**config.mk**
```make
export PLATFORM = sky130hd
export DESIGN_NAME = piso_shift_register
export DESIGN_NICKNAME = d
export VERILOG_FILES = /design/src/rtl/piso_shift_register.sv
export SDC_FILE = /design/constraint.sdc
export NUM_CORES = 1
export LEC_CHECK = 0
export BUFFER_PORTS_ARGS = -buffer_cell sky130_fd_sc_hd__buf_2
export CELL_PAD_IN_SITES_DETAIL_PLACEMENT = 1
export CELL_PAD_IN_SITES_GLOBAL_PLACEMENT = 2
export CORE_AREA = 2 2 39 41
export CTS_CLUSTER_SIZE = 30
export DETAILED_ROUTE_END_ITERATION = 10
export DIE_AREA = 0 0 41 43
export PLACE_DENSITY = 0.65
export SLEW_MARGIN = 5
export SYNTH_ARGS = -nofsm -noshare
export SYNTH_HDL_FRONTEND = slang
export SYNTH_SLANG_ARGS = --single-unit
```
**constraint.sdc**
```tcl
create_clock -name clk -period 1.95 [get_ports clk]
set_clock_uncertainty 0.15 [all_clocks]
set_input_delay 0.2925 -clock clk [delete_from_list [all_inputs] [get_ports clk]]
set_output_delay 0.2925 -clock clk [all_outputs]
set_load 0.01 [all_outputs]
```
**src/rtl/piso_shift_register.sv**
```systemverilog
// Parallel-in/serial-out shift register: load a word, shift it out one bit per clock.
// Optional PISO_LSB_FIRST_EN sends LSB first instead of MSB first.
//
// Ports:
//   clk    rising-edge clock
//   reset  synchronous, active-high reset (wins over load)
//   load   parallel load strobe (wins over shift)
//   d      parallel word, sampled when load=1
//   q      serial out: MSB of sreg (LSB with PISO_LSB_FIRST_EN)
//   busy   high while q carries a valid data bit (cnt != 0)
module piso_shift_register #(
  parameter int   WIDTH = 4,
  parameter logic FILL  = 1'b0
) (
  input  logic             clk,
  input  logic             reset,
  input  logic             load,
  input  logic [WIDTH-1:0] d,
  output logic             q,
  output logic             busy
);

  localparam int CW = $clog2(WIDTH + 1);
  localparam logic [CW-1:0] FULL = CW'(WIDTH);

  logic [WIDTH-1:0] sreg;
  logic [WIDTH-1:0] sreg_nxt;
  logic [CW-1:0]    cnt;
  logic [CW-1:0]    cnt_nxt;
  logic [WIDTH-1:0] shifted;

`ifdef PISO_LSB_FIRST_EN
  assign shifted = {FILL, sreg[WIDTH-1:1]};
  assign q       = sreg[0];
`else
  assign shifted = {sreg[WIDTH-2:0], FILL};
  assign q       = sreg[WIDTH-1];
`endif

  assign busy = (cnt != '0);

  always_comb begin
    sreg_nxt = sreg;
    cnt_nxt  = cnt;
    if (reset) begin
      sreg_nxt = '0;
      cnt_nxt  = '0;
    end else if (load) begin
      sreg_nxt = d;
      cnt_nxt  = FULL;
    end else begin
      // shifting never stops; cnt saturates at zero
      sreg_nxt = shifted;
      if (cnt != '0)
        cnt_nxt = cnt - 1'b1;
    end
  end

  always_ff @(posedge clk) begin
    sreg <= sreg_nxt;
    cnt  <= cnt_nxt;
  end

endmodule

```
==> impl_metrics.sql <==
INSERT INTO impl_metrics (metric_group, metric, value, unit) VALUES
('worst_setup_path', 'worst_reg2reg_setup_slack', '0.42', 'ns'),
('drt', 'drtAntennaViolNets', '0', ''),
('placed_design', 'placed_area', '372', 'µm²'),
('grt', 'grt_antenna_before_repair', '0', ''),
('finish', 'diodes_inserted', '0', ''),
('finish', 'area_growth', '25.1', '%'),
('floorplan', 'rows', '14', ''),
('job', 'cap_violations', '0', ''),
('floorplan', 'floorplan.die.width', '41', 'µm'),
('worst_setup_path', 'crit_path_cell_trace', 'inv_1, ha_1, ha_1, inv_2, buf_2', ''),
('yosys', 'synthesis.yosys.warnings', '0', ''),
('grt', 'vias_in_the_first_global_route', '252', ''),
('drt', 'routed-via-count', '219', ''),
('timing', 'post-route-min-period', '1.78', 'ns'),
('worst_setup_path', 'setup.worst_path.start_class', 'register', ''),
('floorplan', 'fp.dieArea', '1760', 'µm²'),
('finish', 'final_cell_count_no_fill', '57', ''),
('timing', 'relSlewSlack', '85.6', '%'),
('yosys', 'synth_nets', '40', ''),
('worst_setup_path', 'worst-r2r-cell-count', '5', ''),
('drt', 'drt_pre_antenna_iters', '2', ''),
('drt', 'vias_per_cell', '3.84', ''),
('power', 'power.ir.vdd_worst', '0.302', 'mV'),
('status', 'run_status', 'finished clean', ''),
('grt', 'grt_max_degree', '8', ''),
('clocking', 'holdBufCountCts', '0', ''),
('worst_setup_path', 'cp_endpoint_kind', 'output pin', ''),
('worst_setup_path', 'crit_cells', '5', ''),
('placed_design', 'dpl.hpwl', '427', 'µm'),
('drt', 'count_of_unresolved_drc_violations_after_routing', '0', ''),
('timing', 'final.setup.tns', '0', 'ns'),
('floorplan', 'top_level_ports', '9', ''),
('placed_design', 'port-buffer-count', '8', ''),
('yosys', 'seq_area_frac_synth', '43.9', '%'),
('clocking', 'cts_buffers', '3', ''),
('floorplan', 'core', '1380', 'µm²'),
('timing', 'layout_worst_path_cycle_share', '91.3', '%'),
('finish', 'drive_above_1_share', '34.1', '%'),
('finish', 'layout.cells.most_common', 'buf_2', ''),
('hold_path', 'timing.hold.worst_path_depth', '3', ''),
('yosys', 'count_of_state_elements_after_synthesis', '7', ''),
('timing', 'setup_repair_after_global_routing_missed_its_margin', 'no', ''),
('worst_setup_path', 'slowest_delay', '0.35', 'ns'),
('clocking', 'post_cts_resized', '0', ''),
('worst_setup_path', 'critPathKind', 'register to output pin', ''),
('floorplan', 'initial_utilization', '23.1', '%'),
('finish', 'multi_input_area', '149', 'µm²'),
('yosys', 'syn-instance-count', '30', ''),
('worst_setup_path', 'origin_of_the_worst_setup_path', 'cnt[0]', ''),
('worst_setup_path', 'rr_startpoint', 'cnt[0]', ''),
('yosys', 'synth.cell_area', '319', 'µm²'),
('yosys', 'syn_avg_cell_area', '10.6', 'µm²'),
('power', 'report.power.total', '352', 'µW'),
('timing', 'slew_viol_final', '0', ''),
('power', 'leakagePower', '0.198', 'nW'),
('timing', 'fin_worst_hold_slack', '0.130', 'ns'),
('clocking', 'post-cts-setup-buffer-count', '0', ''),
('worst_setup_path', 'path_delay_family', 'adder cells', ''),
('clocking', 'htreeDepth', '1', ''),
('clocking', 'cts_tree', 'built', ''),
('placed_design', 'placedCellCount', '53', ''),
('clocking', 'numClockSinks', '7', ''),
('power', 'powerDensity', '882', 'nW/µm²'),
('finish', 'layout.area.seq', '140', 'µm²'),
('yosys', 'synth_cell_type_count', '13', ''),
('clocking', 'cts.reportedPaths.clkPinSlew', '0.06', 'ns'),
('finish', 'final_cell_area', '399', 'µm²'),
('grt', 'gr-usage-all-layers', '8.35', '%'),
('finish', 'mostFrequentLayoutCells', 'buf_2, dfxtp_1, inv_1, mux2i_1', ''),
('worst_setup_path', 'cp.buffers_inverters', '3', ''),
('floorplan', 'dieHeight', '43', 'µm');
where the power goes:
part	internal [mW]	switching (mW)	total [mW]	leakage [nW]
registers	0.153	0.00461	0.158	0.0578
clock network	0.0749	0.0545	0.129	0.0177
logic	0.0299	0.0350	0.0649	0.122
total	0.258	0.0941	0.352	0.198
worst min-delay path by stage:
stage | endpoint | startpoint | slack (ns)
2_1_floorplan | cnt[2] | reset | 0.21
3_3_place_gp | sreg[1] | sreg[0] | 0.31
3_5_place_dp | sreg[2] | sreg[1] | 0.31
4_1_cts | sreg[2] | d[2] | 0.13
5_1_grt | sreg[0] | d[0] | 0.14
6_report | sreg[2] | d[2] | 0.13
sequential cells by signal, indices dropped and copies added, names as in the netlist:
| register | cells |
|---|---|
| cnt | 3 |
| sreg | 4 |
worst min-delay path, stage by stage:
cell and delay [ns]:
buf_2 0.07, mux2i_1 0.05, nor2_1 0.07
logic make-up (layout without fill, tap and decap cells):
kind of cell / count (synthesis) / in the layout / synth area share (%)
muxes: 4 / 4 / 12.5
DFF: 7 / 7 / 43.9
buffers and inverters: 7 / 18 / 9.41
xor gates and xnor gates: 1 / 1 / 2.75
and+or+nand+nor: 6 / 6 / 9.41
adders and majority gates: 3 / 3 / 11.8
AOI/OAI and AO/OA: 2 / 2 / 10.2
routing by layer:
layer  vias up  part of all wire, %  track usage (%)
met5         -                    0                0
met2         6                   50             11.3
met3         0                  6.0             4.71
met1        98                   43             8.41
met4         0                    0             8.00
li1        115                    -                -
Yosys cell counts, drive strengths merged:
cell     n  area share, %
dfxtp    7             44
inv      6            7.1
mux2i    4             13
ha       3             12
nor2     3            3.5
a2111oi  1            8.6
a21oi    1            1.6
buf      1            2.4
nor2b    1            2.0
nor3     1            1.6
nor3b    1            2.4
xor2     1            2.7
cell type report:
class	instances	area share (%)
Clock buffer	3	5.64
Tap cell	16	5.02
Sequential cell	7	35.1
Inverter	6	5.64
Multi-Input combinational cell	16	37.3
Timing Repair Buffer	8	10.0
Clock inverter	1	1.25
stage by stage:
| stage | worst slack [ns] | util [%] |
|---|---|---|
| detailed placement | 0.420 | 26.9 |
| global placement | 0.451 | 26.9 |
| CTS | 0.139 | 28.8 |
| global route | 0.0826 | 28.8 |
| floorplan | 0.507 | - |
| finish | 0.170 | 28.8 |
Note: power is estimated with default switching activity, not from simulation.
